===== src/rtl/ram_uart_dump_ctrl.sv =====
`default_nettype none
// ============================================================================
// Module   : ram_uart_dump_ctrl
// Brief    : Streams a block of RAM bytes out through a UART transmitter,
//            one byte per trigger/busy handshake, with an ack timeout.
// Revision : 1.0 - initial release
// ============================================================================
module ram_uart_dump_ctrl #(
    parameter int ADDR_W      = 4,
    parameter int DATA_W      = 8,
    parameter int ACK_TIMEOUT = 15
) (
    input  logic              clk,
    input  logic              rst,
    input  logic              start,
    input  logic [ADDR_W-1:0] base_addr,
    input  logic [ADDR_W:0]   length,
    output logic [ADDR_W-1:0] ram_rd_addr,
    input  logic [DATA_W-1:0] ram_q,
    output logic [DATA_W-1:0] uart_data,
    output logic              uart_trigger,
    input  logic              uart_busy,
    output logic              busy,
    output logic              done,
    output logic              error,
    output logic [ADDR_W:0]   sent_count
);

    localparam int                 c_TMO_W    = $clog2(ACK_TIMEOUT + 1);
    localparam logic [c_TMO_W-1:0] c_TMO_LAST = c_TMO_W'(ACK_TIMEOUT - 1);
    localparam logic [ADDR_W:0]    c_ONE      = (ADDR_W + 1)'(1);

    typedef enum logic [2:0] {
        S_IDLE   = 3'd0,
        S_FETCH  = 3'd1,
        S_LATCH  = 3'd2,
        S_SEND   = 3'd3,
        S_DRAIN  = 3'd4,
        S_FINISH = 3'd5
    } state_t;

    state_t              r_state_q,   w_state_d;
    logic [ADDR_W-1:0]   r_ptr_q,     w_ptr_d;
    logic [ADDR_W:0]     r_rem_q,     w_rem_d;
    logic [ADDR_W-1:0]   r_rd_addr_q, w_rd_addr_d;
    logic [DATA_W-1:0]   r_data_q,    w_data_d;
    logic                r_trig_q,    w_trig_d;
    logic                r_busy_q,    w_busy_d;
    logic                r_done_q,    w_done_d;
    logic                r_error_q,   w_error_d;
    logic [ADDR_W:0]     r_sent_q,    w_sent_d;
    logic [c_TMO_W-1:0]  r_tmo_q,     w_tmo_d;

    always_comb begin
        w_state_d   = r_state_q;
        w_ptr_d     = r_ptr_q;
        w_rem_d     = r_rem_q;
        w_rd_addr_d = r_rd_addr_q;
        w_data_d    = r_data_q;
        w_trig_d    = r_trig_q;
        w_error_d   = r_error_q;
        w_sent_d    = r_sent_q;
        w_tmo_d     = r_tmo_q;

        case (r_state_q)
            S_IDLE: begin
                if (start) begin
                    w_ptr_d   = base_addr;
                    w_rem_d   = length;
                    w_sent_d  = '0;
                    w_error_d = 1'b0;
                    if (length == '0) begin
                        w_state_d = S_FINISH;
                    end else begin
                        w_rd_addr_d = base_addr;
                        w_state_d   = S_FETCH;
                    end
                end
            end
            S_FETCH: begin
                w_state_d = S_LATCH;
            end
            S_LATCH: begin
                // A UART still busy from outside traffic is waited out here.
                if (!uart_busy) begin
                    w_data_d  = ram_q;
                    w_trig_d  = 1'b1;
                    w_tmo_d   = '0;
                    w_state_d = S_SEND;
                end
            end
            S_SEND: begin
                if (uart_busy) begin
                    w_trig_d  = 1'b0;
                    w_state_d = S_DRAIN;
                end else if (r_tmo_q == c_TMO_LAST) begin
                    // Trigger has now been high ACK_TIMEOUT cycles without an ack.
                    w_trig_d  = 1'b0;
                    w_error_d = 1'b1;
                    w_state_d = S_FINISH;
                end else begin
                    w_tmo_d = r_tmo_q + 1'b1;
                end
            end
            S_DRAIN: begin
                if (!uart_busy) begin
                    w_sent_d = r_sent_q + c_ONE;
                    if (r_rem_q > c_ONE) begin
                        w_ptr_d     = r_ptr_q + 1'b1;
                        w_rd_addr_d = r_ptr_q + 1'b1;
                        w_rem_d     = r_rem_q - c_ONE;
                        w_state_d   = S_FETCH;
                    end else begin
                        w_state_d = S_FINISH;
                    end
                end
            end
            S_FINISH: begin
                w_state_d = S_IDLE;
            end
            default: begin
                w_state_d = S_IDLE;
                w_trig_d  = 1'b0;
            end
        endcase

        // FINISH always lasts exactly one cycle, so done tracks it directly.
        w_done_d = (w_state_d == S_FINISH);
        w_busy_d = (w_state_d != S_IDLE);
    end

    always_ff @(posedge clk or posedge rst) begin
        if (rst) begin
            r_state_q   <= S_IDLE;
            r_ptr_q     <= '0;
            r_rem_q     <= '0;
            r_rd_addr_q <= '0;
            r_data_q    <= '0;
            r_trig_q    <= 1'b0;
            r_busy_q    <= 1'b0;
            r_done_q    <= 1'b0;
            r_error_q   <= 1'b0;
            r_sent_q    <= '0;
            r_tmo_q     <= '0;
        end else begin
            r_state_q   <= w_state_d;
            r_ptr_q     <= w_ptr_d;
            r_rem_q     <= w_rem_d;
            r_rd_addr_q <= w_rd_addr_d;
            r_data_q    <= w_data_d;
            r_trig_q    <= w_trig_d;
            r_busy_q    <= w_busy_d;
            r_done_q    <= w_done_d;
            r_error_q   <= w_error_d;
            r_sent_q    <= w_sent_d;
            r_tmo_q     <= w_tmo_d;
        end
    end

    assign ram_rd_addr  = r_rd_addr_q;
    assign uart_data    = r_data_q;
    assign uart_trigger = r_trig_q;
    assign busy         = r_busy_q;
    assign done         = r_done_q;
    assign error        = r_error_q;
    assign sent_count   = r_sent_q;

endmodule
`default_nettype wire


===== config.mk =====
export PLATFORM = sky130hd
export DESIGN_NAME = ram_uart_dump_ctrl
export DESIGN_NICKNAME = d
export VERILOG_FILES = /design/src/rtl/ram_uart_dump_ctrl.sv
export SDC_FILE = /design/constraint.sdc
export NUM_CORES = 1
export LEC_CHECK = 0
export ABC_AREA = 1
export ABC_CLOCK_PERIOD_IN_PS = 2350
export BUFFER_PORTS_ARGS = -buffer_cell sky130_fd_sc_hd__buf_4
export CAP_MARGIN = 40
export CORE_MARGIN = 4
export CORE_UTILIZATION = 61
export CTS_BUF_LIST = sky130_fd_sc_hd__clkbuf_4 sky130_fd_sc_hd__clkbuf_8
export DETAILED_ROUTE_END_ITERATION = 8
export GPL_ROUTABILITY_DRIVEN = 0
export GPL_TIMING_DRIVEN = 0
export PLACE_DENSITY_LB_ADDON = 0.05
export SLEW_MARGIN = 20
export SYNTH_ARGS = -nofsm -noshare
export SYNTH_HDL_FRONTEND = slang
export SYNTH_SLANG_ARGS = --single-unit

===== constraint.sdc =====
create_clock -name clk -period 2.35 [get_ports clk]
set_input_delay 0.235 -clock clk [delete_from_list [all_inputs] [get_ports clk]]
set_output_delay 0.235 -clock clk [all_outputs]
set_load 0.01 [all_outputs]

==> results.json <==
{
  "post-route-util_pct": 79.4,
  "clkTransAtPathRegs_ns": 0.11,
  "period_share_pct": 62.5,
  "setup.worst_path.start": "r_tmo_q[0]",
  "async_flop_share_pct": 100,
  "maxSlewViolCount": 0,
  "rsz0062_at_grt": "false",
  "worst_pin_slew_ns": 0.375,
  "synth_nets": 275,
  "total_power_w": 0.00277,
  "seqPwrFrac_pct": 38.9,
  "worstPathArrival_ns": 1.73,
  "cts_hold_buf": 1,
  "status": "complete, no violations",
  "min-delay-start": "ram_q[7]",
  "slowest_stage": "dfrtp_1",
  "worstSetupPathType": "reg2reg",
  "hold_viol_final": 0,
  "grt_max_degree": 24,
  "yosysUniqueCellTypes": 24,
  "num_io_pins": 42,
  "overflow": 0,
  "cp_max_fo": 4,
  "first_pass_iters": 4,
  "io_buffers": 41,
  "post_dp_cell_area_um2": 2380,
  "clockBufferDepth": 2,
  "crit_chain": "inv_1, ha_1, nand3_1, nand2_1, inv_1, nand2_1, nor2_1, nand2_1, nand2_1, nor2_1",
  "area_growth_pct": 23.6,
  "crit_buf_inv": 2,
  "drive_gt1_share_pct": 27.8,
  "netSwitchingPower_w": 0.00117,
  "viasPerCell": 5.03,
  "critPathRequiredTime_ns": 2.61,
  "wl_met1_um": 1840,
  "fin_area_um2": 2460,
  "hp-class": "in2reg",
  "synth_edf_count": 0,
  "vias": 1724,
  "rr_startpoint": "r_tmo_q[0]",
  "antenna_found_initial": 0,
  "synth-seq-cells": 37,
  "clock_skew_ns": 0.00889,
  "cts_inserted_buffers": 5,
  "synth_commonest_cells": "nand2_1, dfrtp_1, nand3_1",
  "setup_tns_ns": 0,
  "p_leak_nw": 1.35,
  "die_area_um2": 4250,
  "drt_iter0_drc": 78,
  "nets": 325,
  "coreArea_um2": 3100,
  "setup_viol": 0,
  "grt_pass1_wl_um": 7220,
  "route.met3.wl_um": 275,
  "start_util_pct": 64.3,
  "comb_power_share_pct": 47.2,
  "crit_family": "simple AND/OR/NAND/NOR gates",
  "power.density_nw_per_um2": 1120,
  "power.internal_w": 0.00160,
  "post_cts_resized": 0,
  "rrSetupSlack_ns": 0.88,
  "max_stage_delay_ns": 0.39,
  "ys_seq_area_share_pct": 46.4,
  "synth_top_area_share_pct": 46.4,
  "ys.flop_type": "dfrtp_1",
  "p_sw_share_pct": 42.4,
  "clk_latency_ns": 0.36,
  "diodes": 0,
  "dr_wl_met2_um": 1930,
  "drv_cap": 0,
  "htreeDepth": 2,
  "drc": 0,
  "syn_inst": 248,
  "p_clk_share_pct": 14.0,
  "routed_wl_um": 4120,
  "synthesis.area_um2": 1990,
  "max_freq_mhz": 681,
  "ys.warnings.count": 0,
  "ir_worst_vdd_uv": 616,
  "end_kind": "flip-flop",
  "cp_common_cell": "nand2_1",
  "die_w_um": 65.2,
  "clock-root-buffer": "clkbuf_4",
  "yosys-top-cells-area": "dfrtp_1, nand2_1, nand3_1, nor2_1, ha_1",
  "maxUsedRoutingLayer": "met4",
  "max_slew_margin_pct": 75.0,
  "die-height_um": 65.2,
  "postSynthAreaPerCell_um2": 8.04,
  "synth_top_cell_by_area": "dfrtp_1",
  "hold_slack_ns": 0.0590,
  "startpoint_type": "flip-flop",
  "period_needed_ns": 1.47,
  "rows": 20,
  "cts_tree": "done",
  "antenna_left": 0,
  "postCtsSetupRepairBufs": 0,
  "track_usage_pct": 22.4,
  "wire_per_inst_um": 12.0,
  "clock_sinks": 37,
  "first_global_vias": 1665,
  "dp_hpwl_um": 3120,
  "yosysMostFrequentCell": "nand2_1"
}
cells in the final DEF (no fill, tap or decap), drive strengths merged:
master,count
dlygate4sd3,1
nor2,30
ha,6
clkinv,2
xnor2,1
a21oi,3
nand4,2
clkbuf,7
o21ai,15
inv,21
dfrtp,37
xor2,2
a32o,1
nand2,95
buf,45
nand3,31
per-stage QoR:
step	cells	worst slack, ns
6_report	343	0.881
5_1_grt	343	0.668
4_1_cts	343	0.881
3_5_place_dp	334	0.901
3_3_place_gp	333	0.765
2_1_floorplan	248	1.06
cells by family (layout without fill, tap and decap cells):
family / after synthesis / count (layout) / synth area share, %
XOR/XNOR: 3 / 3 / 1.32
AND/OR/NAND/NOR: 158 / 158 / 36.4
buffers and inverters: 25 / 76 / 5.77
adder cells (fa/ha/maj): 6 / 6 / 3.76
flip-flops: 37 / 37 / 46.4
AO/OA/AOI/OAI: 19 / 19 / 6.34
worst min-delay path, stage by stage:
cell     delay, ns
buf_4         0.07
nand2_1       0.04
nand2_1       0.04
power by group through the flow:
stage	registers, W	clock network, W	logic [W]
after floorplan	0.00111	0	0.000844
after global placement	0.00108	0	0.00126
after detailed placement	0.00108	0	0.00131
after CTS	0.00107	0.000394	0.00131
after global routing	0.00111	0.000425	0.00147
final	0.00108	0.000387	0.00131
sequential cells by signal, summed over array words and instances, names as in the netlist, 3 cells and up:
register	flops
uart_data	8
r_rem_q	5
sent_count	5
r_ptr_q	4
r_tmo_q	4
ram_rd_addr	4
r_state_q	3
final cells by class:
cell class | instances | area [um^2]
multi-input combinational | 186 | 953
sequential | 37 | 926
fill | 244 | 638
timing repair buffer | 43 | 345
inverter | 22 | 82.6
clock buffer | 7 | 65.1
tap | 44 | 55.1
buffer | 3 | 32.5
clock inverter | 1 | 5.00
routing by layer:
layer	GRT usage, %	vias to the layer above
met5	0	-
met4	11.7	0
met3	4.44	10
met2	36.5	44
met1	27.9	782
li1	-	888
worst paths after layout:
kind                                       end  depth (start not counted)
worst max-delay path                r_tmo_q[3]                         10
worst min-delay path              uart_data[7]                          3
worst max register to register      r_tmo_q[3]                         10
worst min register to register  ram_rd_addr[1]                          2
max in group asynchronous         uart_data[5]                          4
min in group asynchronous           r_rem_q[3]                          3
No activity file was read; power rests on OpenSTA's default activity.
